===== config.mk =====
export PLATFORM = sky130hd
export DESIGN_NAME = poly3_eval_pipe
export DESIGN_NICKNAME = d
export VERILOG_FILES = /design/src/rtl/poly3_pkg.sv /design/src/rtl/poly3_mac_stage.sv /design/src/rtl/poly3_eval_pipe.sv
export SDC_FILE = /design/constraint.sdc
export NUM_CORES = 1
export LEC_CHECK = 0
export CELL_PAD_IN_SITES_DETAIL_PLACEMENT = 1
export CELL_PAD_IN_SITES_GLOBAL_PLACEMENT = 2
export CORE_ASPECT_RATIO = 0.5
export CORE_UTILIZATION = 42
export CTS_BUF_LIST = sky130_fd_sc_hd__clkbuf_8 sky130_fd_sc_hd__clkbuf_16
export DETAILED_ROUTE_END_ITERATION = 10
export GPL_TIMING_DRIVEN = 0
export PLACE_DENSITY_LB_ADDON = 0.1
export RECOVER_POWER = 100
export SLEW_MARGIN = 15
export SYNTH_ARGS = -nofsm -noshare
export SYNTH_HDL_FRONTEND = slang
export SYNTH_HIERARCHICAL = 1
export SYNTH_SLANG_ARGS = --single-unit

===== constraint.sdc =====
create_clock -name clk -period 12.1 [get_ports clk]
set_input_delay 2.42 -clock clk [delete_from_list [all_inputs] [get_ports clk]]
set_output_delay 2.42 -clock clk [all_outputs]
set_load 0.005 [all_outputs]

===== src/rtl/poly3_pkg.sv =====
`default_nettype none
// +----------------------------------------------------------------------------+
// | Module      : poly3_pkg                                                    |
// | Description : Shared types and width helpers for the pipelined cubic       |
// |               evaluator (coefficient select encoding, full-precision       |
// |               result width).                                               |
// | Revision    : 1.0  initial release                                         |
// +----------------------------------------------------------------------------+
package poly3_pkg;

   // Coefficient select encoding used by the configuration port.
   typedef enum logic [1:0] {
      COEF_A = 2'd0,
      COEF_B = 2'd1,
      COEF_C = 2'd2,
      COEF_D = 2'd3
   } coef_sel_e;

   // Full-precision width of a*x^3 + b*x^2 + c*x + d.
   function automatic int fw(input int xw, input int cw);
      return 3 * xw + cw + 3;
   endfunction

endpackage : poly3_pkg
`default_nettype wire


===== src/rtl/poly3_mac_stage.sv =====
`default_nettype none
// +----------------------------------------------------------------------------+
// | Module      : poly3_mac_stage                                              |
// | Description : One Horner step o_acc = i_acc * i_x + i_k, registered, with  |
// |               its own stage-valid flop and a hold enable for stalls.       |
// | Ports       : clk, rst      clock / synchronous active-high reset          |
// |               i_en          advance enable (low = hold everything)         |
// |               i_valid       upstream sample valid                          |
// |               i_acc, i_x    accumulator and operand                        |
// |               i_k           coefficient added after the multiply           |
// |               o_valid       this stage holds a valid sample                |
// |               o_acc         registered full-precision accumulator          |
// | Revision    : 1.0  initial release                                         |
// +----------------------------------------------------------------------------+
module poly3_mac_stage
   import poly3_pkg::*;
#(
   parameter int AW_I = 4,   // incoming accumulator width
   parameter int XW   = 4,   // operand width
   parameter int KW   = 4,   // coefficient width
   parameter int AW_O = 9    // result width, wide enough for no truncation
) (
   input  logic            clk,
   input  logic            rst,
   input  logic            i_en,
   input  logic            i_valid,
   input  logic [AW_I-1:0] i_acc,
   input  logic [XW-1:0]   i_x,
   input  logic [KW-1:0]   i_k,
   output logic            o_valid,
   output logic [AW_O-1:0] o_acc
);

   logic [AW_O-1:0] w_acc_next;
   logic            r_valid;
   logic [AW_O-1:0] r_acc;

   // Operands are widened to the result width first so the product never
   // truncates.
   assign w_acc_next = AW_O'(i_acc) * AW_O'(i_x) + AW_O'(i_k);

   always_ff @(posedge clk) begin
      if (rst) begin
         r_valid <= 1'b0;
         r_acc   <= '0;
      end else if (i_en) begin
         r_valid <= i_valid;
         // The accumulator only moves on real data, so bubbles passing
         // through leave the last result in place.
         if (i_valid) begin
            r_acc <= w_acc_next;
         end
      end
   end

   assign o_valid = r_valid;
   assign o_acc   = r_acc;

endmodule : poly3_mac_stage
`default_nettype wire


===== src/rtl/poly3_eval_pipe.sv =====
`default_nettype none
// +----------------------------------------------------------------------------+
// | Module      : poly3_eval_pipe                                              |
// | Description : Three-stage pipelined unsigned cubic evaluator               |
// |               y = a*x^3 + b*x^2 + c*x + d (Horner), programmable           |
// |               coefficient bank, valid/ready on both sides.                 |
// | Ports       : clk, rst                 clock / sync active-high reset      |
// |               cfg_we, cfg_sel, cfg_data coefficient write port            |
// |               in_valid, in_ready, x_in  input stream                       |
// |               out_valid, out_ready      output handshake                   |
// |               y_out, ovf                result and overflow flag           |
// | Config      : POLY3_SAT_EN  defined -> y_out saturates when ovf is set,    |
// |                             undefined -> y_out wraps modulo 2^OW.          |
// | Revision    : 1.0  initial release                                         |
// +----------------------------------------------------------------------------+
module poly3_eval_pipe
   import poly3_pkg::*;
#(
   parameter int XW = 4,
   parameter int CW = 4,
   parameter int OW = 16
) (
   input  logic          clk,
   input  logic          rst,
   input  logic          cfg_we,
   input  logic [1:0]    cfg_sel,
   input  logic [CW-1:0] cfg_data,
   input  logic          in_valid,
   output logic          in_ready,
   input  logic [XW-1:0] x_in,
   output logic          out_valid,
   input  logic          out_ready,
   output logic [OW-1:0] y_out,
   output logic          ovf
);

   localparam int FW = fw(XW, CW);
   localparam int W1 = XW + CW + 1;
   localparam int W2 = 2 * XW + CW + 2;

   logic [CW-1:0] r_coef_a, r_coef_b, r_coef_c, r_coef_d;
   logic [CW-1:0] r_c1, r_d1, r_d2;
   logic [XW-1:0] r_x1, r_x2;
   logic          w_stall, w_adv;
   logic          w_v1, w_v2, w_v3;
   logic [W1-1:0] w_acc1;
   logic [W2-1:0] w_acc2;
   logic [FW-1:0] w_acc3;

   // No bubble collapsing: the whole pipe freezes when the output is blocked.
   // in_ready depends only on registered state and out_ready.
   assign w_stall  = w_v3 && !out_ready;
   assign w_adv    = !w_stall;
   assign in_ready = w_adv;

   // Coefficient bank: writes are never blocked by a stall.
   always_ff @(posedge clk) begin
      if (rst) begin
         r_coef_a <= '0;
         r_coef_b <= '0;
         r_coef_c <= '0;
         r_coef_d <= '0;
      end else if (cfg_we) begin
         case (coef_sel_e'(cfg_sel))
            COEF_A:  r_coef_a <= cfg_data;
            COEF_B:  r_coef_b <= cfg_data;
            COEF_C:  r_coef_c <= cfg_data;
            default: r_coef_d <= cfg_data;
         endcase
      end
   end

   // c and d are snapshotted at acceptance and ride along with their sample,
   // so a later write never disturbs a sample already in flight. x follows
   // the same path since every Horner step needs it.
   always_ff @(posedge clk) begin
      if (rst) begin
         r_c1 <= '0;
         r_d1 <= '0;
         r_d2 <= '0;
         r_x1 <= '0;
         r_x2 <= '0;
      end else if (w_adv) begin
         if (in_valid) begin
            r_c1 <= r_coef_c;
            r_d1 <= r_coef_d;
            r_x1 <= x_in;
         end
         if (w_v1) begin
            r_d2 <= r_d1;
            r_x2 <= r_x1;
         end
      end
   end

   // S1: a*x + b (a and b are read live at acceptance)
   poly3_mac_stage #(.AW_I(CW), .XW(XW), .KW(CW), .AW_O(W1)) u_s1 (
      .clk(clk), .rst(rst), .i_en(w_adv), .i_valid(in_valid),
      .i_acc(r_coef_a), .i_x(x_in), .i_k(r_coef_b),
      .o_valid(w_v1), .o_acc(w_acc1)
   );

   // S2: p1*x + c
   poly3_mac_stage #(.AW_I(W1), .XW(XW), .KW(CW), .AW_O(W2)) u_s2 (
      .clk(clk), .rst(rst), .i_en(w_adv), .i_valid(w_v1),
      .i_acc(w_acc1), .i_x(r_x1), .i_k(r_c1),
      .o_valid(w_v2), .o_acc(w_acc2)
   );

   // S3: p2*x + d, this is the output register
   poly3_mac_stage #(.AW_I(W2), .XW(XW), .KW(CW), .AW_O(FW)) u_s3 (
      .clk(clk), .rst(rst), .i_en(w_adv), .i_valid(w_v2),
      .i_acc(w_acc2), .i_x(r_x2), .i_k(r_d2),
      .o_valid(w_v3), .o_acc(w_acc3)
   );

   assign out_valid = w_v3;

   generate
      if (OW < FW) begin : g_narrow
         logic w_ovf;
         assign w_ovf = |w_acc3[FW-1:OW];
         assign ovf   = w_ovf;
`ifdef POLY3_SAT_EN
         assign y_out = w_ovf ? {OW{1'b1}} : w_acc3[OW-1:0];
`else
         assign y_out = w_acc3[OW-1:0];
`endif
      end else begin : g_wide
         // Full precision fits: never overflows, zero-extend when wider.
         assign ovf   = 1'b0;
         assign y_out = OW'(w_acc3);
      end
   endgenerate

endmodule : poly3_eval_pipe
`default_nettype wire


## Word level (Yosys, flattened, before mapping)

Index checks and enable logic that the tools add are counted.

| cells by class | value |
|---|---|
| add/sub/neg operators | 3 |
| multipliers | 3 |
| divide/modulo/power cells | 0 |
| $lt $le $gt $ge | 0 |
| equality and inequality tests | 2 |
| shift-type cells | 0 |
| mux-type cells | 0 |
| bitwise gates (word level) | 2 |
| reductions and logical operators | 13 |

Operator list:

| kind | count |
|---|---|
| adder 18 x 4 -> 19 bit | 1 |
| multiplier 14 x 4 -> 18 bit | 1 |
| adder 13 x 4 -> 14 bit | 1 |
| AND reduction 2 bit | 7 |
| multiplier 9 x 4 -> 13 bit | 1 |
| adder 8 x 4 -> 9 bit | 1 |
| multiplier 4 x 4 -> 8 bit | 1 |
| OR reduction 3 bit | 2 |
| == test 2 x 1 -> 1 bit, second input constant | 1 |
| == test 2 bit, second input constant | 1 |
| zero test 1 bit | 2 |
| zero test 2 bit | 1 |
| NOT 1 bit | 2 |
| logical AND 1 bit | 1 |

| word-level totals | value |
|---|---|
| register bits | 81 |
| bits in latches | 0 |
| bits in writable memories | 0 |
| bits in read-only memories | 0 |
| input port bits | 15 |
| output and inout port bits | 19 |
| logic and storage cells | 38 |
| memories kept | 0 |

## Longest topological paths before layout

Gate-level depths: netlist of the first run.

| depth | value |
|---|---|
| depth after elaboration | 4 |
| gate-level depth with buffers | 15 |
| gate-level depth less buffers | 14 |

## Cells and area by module

The synthesis of the first run kept the hierarchy.

By module, submodules not included:

| module | instances | cells each | area an instance (um^2) | sequential area each (um^2) |
|---|---|---|---|---|
| poly3_mac_stage (u_s3) | 1 | 311 | 2800.2 | 400.4 |
| poly3_mac_stage (u_s2) | 1 | 223 | 1881.8 | 300.3 |
| poly3_eval_pipe | 1 | 136 | 1436.4 | 720.7 |
| poly3_mac_stage (u_s1) | 1 | 112 | 1034.7 | 200.2 |

## Worst setup path before layout of the first run

Ideal clock, no wire load.

| timing path | value |
|---|---|
| path type | input to output |
| start point | in out_ready |
| end point | out in_ready |
| data arrival time | 2.804 ns |
| required time | 9.680 ns |
| path slack | 6.876 ns |
| stages | 2 |
| path buffers | 1 |
| cells stage by stage | nand2b_4 > buf_2 |

| on the way | value |
|---|---|
| cells in the longest elaborated chain, start to end | 3 |

RTL lines:

| element | line | RTL |
|---|---|---|
| from (decl) | poly3_eval_pipe.sv:32 | `input logic out_ready,` |
| zero test 1 bit | poly3_eval_pipe.sv:52 | `assign w_stall = w_v3 && !out_ready;` |
| logical AND 1 bit | poly3_eval_pipe.sv:52 |  |
| zero test 1 bit | poly3_eval_pipe.sv:53 | `assign w_adv = !w_stall;` |
| to (decl) | poly3_eval_pipe.sv:29 | `output logic in_ready,` |

Every way passes these cells.

## Worst setup path in the final report of the first run

Same ends and word-level chain as after synthesis.

==> key figures, run 1 <==
Cells and area
  – N_diodes: 0
  – Finished Layout Cells: 1057
  – Layout cells sized above 1: between 4 and 5%
  – Most frequent cells in the layout: 87 x ha_1, 81 x dfxtp_1, 80 x and2_1, 77 x nand2_1, 51 x fa_1
  – Core Util, Final: roughly half
  – Syn-to-layout area delta: 11.8%
  – Post-layout net count: about 1000
  – Most common cell after layout, fill and taps aside: ha_1
  – Max FFs per register: 19

CTS
  – Clock Latency Late Sink: 350 ps
  – Clock Tree Buf Depth: 2
  – Post_cts resized: 0
  – Sinks on Clock Net: around 80
  – Number of buffers created by CTS: 9
  – # hold bufs at CTS: 0
  – Clk pin slew, worst setup/hold paths: approximately 60 ps
  – Post-CTS Setup Inserts: 0
  – CTS tree: done
  – Clock root buffer: clkbuf_16
  – H-tree levels: 3

Floorplanning
  – I/O pin count: 34
  – Die W: 187 um
  – Die Span Y: about 94 um
  – Cell Rows: 33
  – Die ar.: approximately 18000 um^2
  – Core Box Area: around 17000 um^2
  – Starting density of the core: roughly 43%

Worst setup path
  – CP required: between 9000 and 10000 ps
  – CP Data Arrival Time: ~4800 ps
  – R2R setup slack: slightly below 8000 ps
  – Cell Chain, Critical Path: dlygate4sd3_1, nand2b_1, clkbuf_1, dlygate4sd3_1
  – Crit path kind: in -> out
  – Worst Setup End Kind: output port
  – Critical path startpoint category: input pin
  – CP peak stage delay: around 900 ps
  – Slowest stage cell on the critical path: clkbuf_1
  – Critical Path Most Common Cell: dlygate4sd3_1
  – Crit path max fanout: 22

Timing
  – Highest Clock Rate: 138 MHz
  – Endpoints failing setup: 0
  – Clk_skew: 6.99 ps
  – Worst Tran Pin Value: roughly 1200 ps
  – RSZ-0062 raised after global routing: false
  – Worst slew margin: between 10% and 20%
  – Pins Over Slew Limit: 0
  – Setup TNS: 0 ps
  – Fin. Hold Viols: 0
  – Period utilization: about three fifths
  – Hold Slack: ~450 ps
  – Tmin final: between 7000 and 8000 ps

Yosys
  – Async SR Flop Fraction: 0%
  – Mux cell area share after synthesis: roughly 3.6%
  – Mapped Avg Cell Area: between 9 and 10 um^2
  – EDFF count, synth: 0
  – Syn. warnings: 6
  – #FFs+latches synth: slightly above 80
  – Largest family of logic cells by synthesized area: adder cells
  – Complex-gate fraction of the synthesized area: a little over an eighth
  – Distinct cells, synth: 73
  – Post-synthesis sequential area ratio: 22.7%
  – Cells after synthesis: between 700 and 800
  – Xor/xnor share of the synthesized area: about 1.3%
  – Post-synth net total: a little over 900
  – Synth Area in Simple Gates: around a quarter
  – Synthesized area: about 7200 um^2
  – Post-Synth Adder-Cell Area: 29.5%
  – Top FF cell, synth: dfxtp_1

Global route
  – Overflow after GRT: 0
  – Vias in the first global route: a little under 6k
  – Largest net degree at the start of global routing: 23
  – Initial antenna violation count: 0
  – First-pass GRT wire length: roughly 30000 um
  – GRT Overall Usage: 21.3%

Power and ir drop
  – Power Internal: approximately 0.46 mW
  – Part of the power in combinational logic: a little under a tenth
  – Pwr Total: about 0.62 mW
  – Part of the power in the clock network: between 40% and 50%
  – P_sw: 0.162 mW
  – Sequential share of power: 45.5%
  – Pleak: roughly 3.8 nW
  – Pwr dens: 77.4 nW/um^2
  – Sw frac: a little over a quarter
  – Peak supply drop: about 0.07 mV

Placed design
  – Inst Count DP: around 1.0k
  – Post-DP HPWL: 14100 um
  – Number of buffers inserted by port buffering: 32
  – GPL Wtd Cong: 0.802

Drt
  – Vias: 5621
  – Total Wirelength: between 15000 and 20000 um
  – Drt via density: around 5.3
  – DR WL/cell: 16.4 um
  – Post-route DRC: 0
  – ANT nets after route: 0
  – Iter 0 DRT Violations: about 190
  – Pre-Repair DR Iteration Count: 4

Status
  – Status: finished, final reports clean

Min path
  – Hold Path Class: reg -> reg

Flow run
  – Max_cap viols: 0
==> power groups by stage <==
stage / sequential, mW / combinational [mW] / clock (mW)
after global placement: 0.287 / 0.0609 / 0
after global routing: 0.283 / 0.0673 / 0.298
after floorplan: 0.284 / 0.0417 / 0
final: 0.281 / 0.0597 / 0.278
after CTS: 0.282 / 0.0627 / 0.287
after detailed placement: 0.288 / 0.0619 / 0
==> metrics by stage <==
stage / setup slack [ps] / area (um^2)
after global placement: 5580 / 7760
after floorplan: 6880 / 7150
final: 4860 / 8000
after CTS: 5550 / 8050
after global routing: 4700 / 8000
after detailed placement: 5540 / 7760
==> cell usage after synthesis (3+ instances only) <==
cell type | number | share of area, %
nor2_2 | 4 | 0.35
nand3b_1 | 3 | 0.31
a211oi_1 | 9 | 0.94
nor2_1 | 31 | 1.6
nand4_1 | 9 | 0.79
xor2_1 | 4 | 0.49
nor4b_1 | 7 | 0.86
clkbuf_1 | 18 | 0.94
buf_2 | 3 | 0.21
or4_1 | 6 | 0.63
nand2_1 | 75 | 3.9
nor3b_1 | 4 | 0.42
o211ai_1 | 4 | 0.42
a21oi_1 | 41 | 2.9
buf_6 | 4 | 0.63
inv_1 | 50 | 2.6
o2111ai_1 | 6 | 0.73
nand3_1 | 17 | 1.2
buf_4 | 4 | 0.42
nand2_2 | 3 | 0.26
nand2b_1 | 24 | 2.1
o21ai_0 | 20 | 1.4
a21o_1 | 8 | 0.84
dfxtp_1 | 81 | 23
fa_1 | 51 | 14
and2_1 | 84 | 7.3
mux2i_1 | 26 | 3.6
a211o_1 | 5 | 0.61
o21ai_1 | 6 | 0.42
o21a_1 | 4 | 0.42
nor3_1 | 11 | 0.77
ha_1 | 87 | 15
xnor2_1 | 7 | 0.86
nand4b_1 | 13 | 1.6
==> cells by family (layout without fill, tap and decap cells) <==
group           after synthesis  count (layout)
simple gates                307             307
buf+inv                      83             131
fa+ha+maj                   138             138
compound gates              136             136
flops                        81              81
mux                          26              26
xor+xnor                     11              11
==> layout make-up <==
class / instances / area (um^2)
Sequential cell: 81 / 1620
Tap cell: 227 / 284
Timing Repair Buffer: 32 / 320
Buffer: 32 / 161
Inverter: 51 / 191
Clock buffer: 9 / 225
Fill cell: 1935 / 8520
Clock inverter: 7 / 71.3
Multi-Input combinational cell: 618 / 5120
==> final timing paths <==
path | startpoint | end | cells past startpoint
worst max-delay path | out_ready | in_ready | 4
worst min-delay path | u_s3/o_acc[4] | u_s3/o_acc[4] | 2
worst max register to register | r_x2[3] | u_s3/o_acc[11] | 13
worst min register to register | u_s3/o_acc[4] | u_s3/o_acc[4] | 2
==> worst max-delay path: cells and delay by family <==
family | cells | cell delay [ps]
buffers and inverters | 3 | 2130
and+or+nand+nor | 1 | 260
==> per-layer routing <==
metal  track usage, %  wire (um)
met4             4.85        190
met2             36.8       7940
met5                0          0
met3             3.96        448
met1             27.7       8800
No activity file was read; power rests on OpenSTA's default activity.
==> run 2, diff against run 1 <==
--- a/config.mk
+++ b/config.mk
@@ -8,7 +8,7 @@
 export CELL_PAD_IN_SITES_DETAIL_PLACEMENT = 1
 export CELL_PAD_IN_SITES_GLOBAL_PLACEMENT = 2
 export CORE_ASPECT_RATIO = 0.5
-export CORE_UTILIZATION = 42
+export CORE_UTILIZATION = 39
 export CTS_BUF_LIST = sky130_fd_sc_hd__clkbuf_8 sky130_fd_sc_hd__clkbuf_16
 export DETAILED_ROUTE_END_ITERATION = 10
 export GPL_TIMING_DRIVEN = 0
==> constraint.sdc (replaced) <==
create_clock -name clk -period 7.1 [get_ports clk]
set_input_delay 1.42 -clock clk [delete_from_list [all_inputs] [get_ports clk]]
set_output_delay 1.42 -clock clk [all_outputs]
set_load 0.005 [all_outputs]
==> run 2 against run 1 <==
  * Clock-buffer cell count unchanged
  * Critical endpoint unchanged
  * First-iteration DRC count decreased by 20%
  * Cell count increased by 0.57%
  * Worst hold slack got worse by 2.5 ps
  * Setup slack got worse by 3100 ps
  * Highest routed layer unchanged
  * Via count about the same
  * Largest power group is now the clock network
  * Combinational power increased by 73%
  * Die area increased by 7.6%
  * Largest cell class unchanged
==> key figures, run 2 (synthesis results as in run 1) <==
Timing
  – Highest Clock Rate: roughly 190 MHz
  – Hold Slack: 450 ps (was 452 ps)
  – Fin. Hold Viols: 0 (unchanged)
  – RSZ-0062 raised after global routing: false (unchanged)
  – Worst slew margin: 14.6% (was 20.0%)
  – Clk_skew: 9.09 ps (was 6.99 ps)
  – Endpoints failing setup: 0 (unchanged)
  – Pins Over Slew Limit: 0 (unchanged)
  – Tmin final: roughly 5300 ps
  – Setup TNS: 0 ps (unchanged)
  – Period utilization: roughly three quarters
  – PnR worst setup slack: 1780 ps (was 4860 ps)
  – Worst Tran Pin Value: 1280 ps (was 1200 ps)

CTS
  – Clock Latency Late Sink: 340 ps (was 350 ps)
  – CTS tree: done (unchanged)
  – H-tree levels: 3 (unchanged)
  – Post-CTS Setup Inserts: 0 (unchanged)
  – Clock Tree Buf Depth: 2 (unchanged)
  – Sinks on Clock Net: 81 (unchanged)
  – # hold bufs at CTS: 0 (unchanged)
  – Clock root buffer: clkbuf_16 (unchanged)
  – Number of buffers created by CTS: 9 (unchanged)
  – Post_cts resized: 0 (unchanged)
  – Clk pin slew, worst setup/hold paths: 60 ps (about the same)

Drt
  – DR WL/cell: 16.8 um (was 16.4 um)
  – Pre-Repair DR Iteration Count: 6 (was 4)
  – Vias: 5622 (was 5621)
  – Post-route DRC: 0 (unchanged)
  – Iter 0 DRT Violations: 153 (was 191)
  – ANT nets after route: 0 (unchanged)
  – Drt via density: 5.29 (was 5.32)
  – Total Wirelength: 17900 um (was 17400 um)

Power and ir drop
  – Pwr dens: 137 nW/um^2 (was 77.4 nW/um^2)
  – Power Internal: 0.817 mW (was 0.457 mW)
  – Part of the power in the clock network: 46.9% (was 44.9%)
  – Sw frac: 25.6% (was 26.1%)
  – Pleak: 3.83 nW (was 3.84 nW)
  – Peak supply drop: 0.112 mV (was 0.0698 mV)
  – Part of the power in combinational logic: 9.4% (was 9.6%)
  – P_sw: 0.282 mW (was 0.162 mW)
  – Sequential share of power: 43.7% (was 45.5%)

Worst setup path
  – Critical path startpoint category: input pin (unchanged)
  – Crit path max fanout: 22 (unchanged)
  – FF-to-FF End: u_s3/o_acc[16] (was u_s3/o_acc[11])
  – Worst r2r path cells: 12 (was 13)
  – CP Data Arrival Time: 3900 ps (was 4820 ps)
  – Crit path kind: in -> out (unchanged)
  – Worst Setup End Kind: output port (unchanged)
  – RR Startpoint: r_x2[3] (unchanged)
  – R2R setup slack: 2610 ps (was 7710 ps)
  – CP required: 5680 ps (was 9680 ps)

Cells and area
  – Post-layout net count: 978 (unchanged)
  – N_diodes: 0 (unchanged)
  – Post-layout instance area: 7990 um^2 (was 8000 um^2)
  – Most common cell after layout, fill and taps aside: ha_1 (unchanged)
  – Layout cells sized above 1: 4.46% (was 4.82%)
  – Syn-to-layout area delta: 11.7% (was 11.8%)
  – Filler cells: 2046 (was 1935)
  – Max FFs per register: 19 (unchanged)
  – Most frequent cells in the layout: 87 x ha_1, 81 x dfxtp_1, 80 x and2_1, 77 x nand2_1, 51 x fa_1 (unchanged)

Global route
  – First-pass GRT wire length: 31200 um (was 30000 um)
  – Initial antenna violation count: 0 (unchanged)
  – Grt met1 use: 27.2% (was 27.7%)
  – Routing usage on met2: 34.8% (was 36.8%)
  – Largest net degree at the start of global routing: 23 (unchanged)
  – GR Layer Usage met3: 3.77% (was 3.96%)
  – Overflow after GRT: 0 (unchanged)
  – Top Usage Layer GRT: met2 (unchanged)
  – GRT Overall Usage: 20.3% (was 21.3%)
  – Vias in the first global route: 6049 (was 5966)

Floorplanning
  – Die Span Y: 97.8 um (was 94.3 um)
  – Die ar.: 18900 um^2 (was 17600 um^2)
  – Cell Rows: 34 (was 33)
  – Starting density of the core: 40.5% (was 43.3%)
  – Die W: 194 um (was 187 um)
  – Core Box Area: 17700 um^2 (was 16500 um^2)
  – I/O pin count: 34 (unchanged)

Placed design
  – Pre-CTS setup slack: 2050 ps (was 5540 ps)
  – Number of buffers inserted by port buffering: 32 (unchanged)
  – GPL Wtd Cong: 0.769 (was 0.802)
  – Placed inst area: 7770 um^2 (was 7760 um^2)
  – Post-DP HPWL: 14400 um (was 14100 um)

Flow run
  – Max_cap viols: 0 (unchanged)

Min path
  – Hold Path Class: reg -> reg (unchanged)
  – Hold Startpoint: u_s3/o_acc[8] (was u_s3/o_acc[4])
  – Worst Hold Endpoint: u_s3/o_acc[8] (was u_s3/o_acc[4])
  – Hold path cells: 2 (unchanged)

Status
  – Status: finished, final reports clean (unchanged)
run 2: cell type report:
class                      count  area (um^2)  area share, %
clock inverter                 6         91.3           1.14
multi-input combinational    618         5090           63.6
sequential                    81         1620           20.3
buffer                        32          163           2.04
clock buffer                   9          225           2.82
tap                          234          293           3.66
inverter                      51          191           2.40
timing repair buffer          32          320           4.01
run 2: power groups by stage:
stage	clock (mW)	sequential (mW)	combinational, mW
6_report	0.516	0.480	0.103
5_1_grt	0.553	0.482	0.116
4_1_cts	0.533	0.480	0.108
3_5_place_dp	0	0.490	0.107
3_3_place_gp	0	0.490	0.105
2_1_floorplan	0	0.484	0.0710
run 2: stage by stage:
step | util, % | cells | power (mW)
2_1_floorplan | - | 782 | 0.555
3_3_place_gp | 44.0 | 1048 | 0.594
3_5_place_dp | 44.0 | 1048 | 0.597
4_1_cts | 45.8 | 1063 | 1.12
5_1_grt | 45.3 | 1063 | 1.15
6_report | 45.3 | 1063 | 1.10
run 2: how the worst max path moves through the flow:
stage / startpoint / endpoint / slack (ps)
6_report: out_ready / in_ready / 1780
5_1_grt: out_ready / in_ready / 1650
4_1_cts: x_in[3] / u_s1/o_acc[6] / 2420
3_5_place_dp: x_in[3] / u_s1/o_acc[6] / 2050
3_3_place_gp: x_in[3] / u_s1/o_acc[6] / 2120
2_1_floorplan: x_in[3] / u_s1/o_acc[6] / 2910
run 2: metal layers:
metal	share of wire, %	vias up	wire length, um
li1	-	2810	-
met1	51	2735	9190
met2	46	63	8190
met3	2.2	14	390
met4	0.74	0	133
met5	0	-	0
run 2: worst max-delay path: stages:
cell	delay [ps]
dlygate4sd3_1	530
nand2b_1	260
clkbuf_1	980
dlygate4sd3_1	700
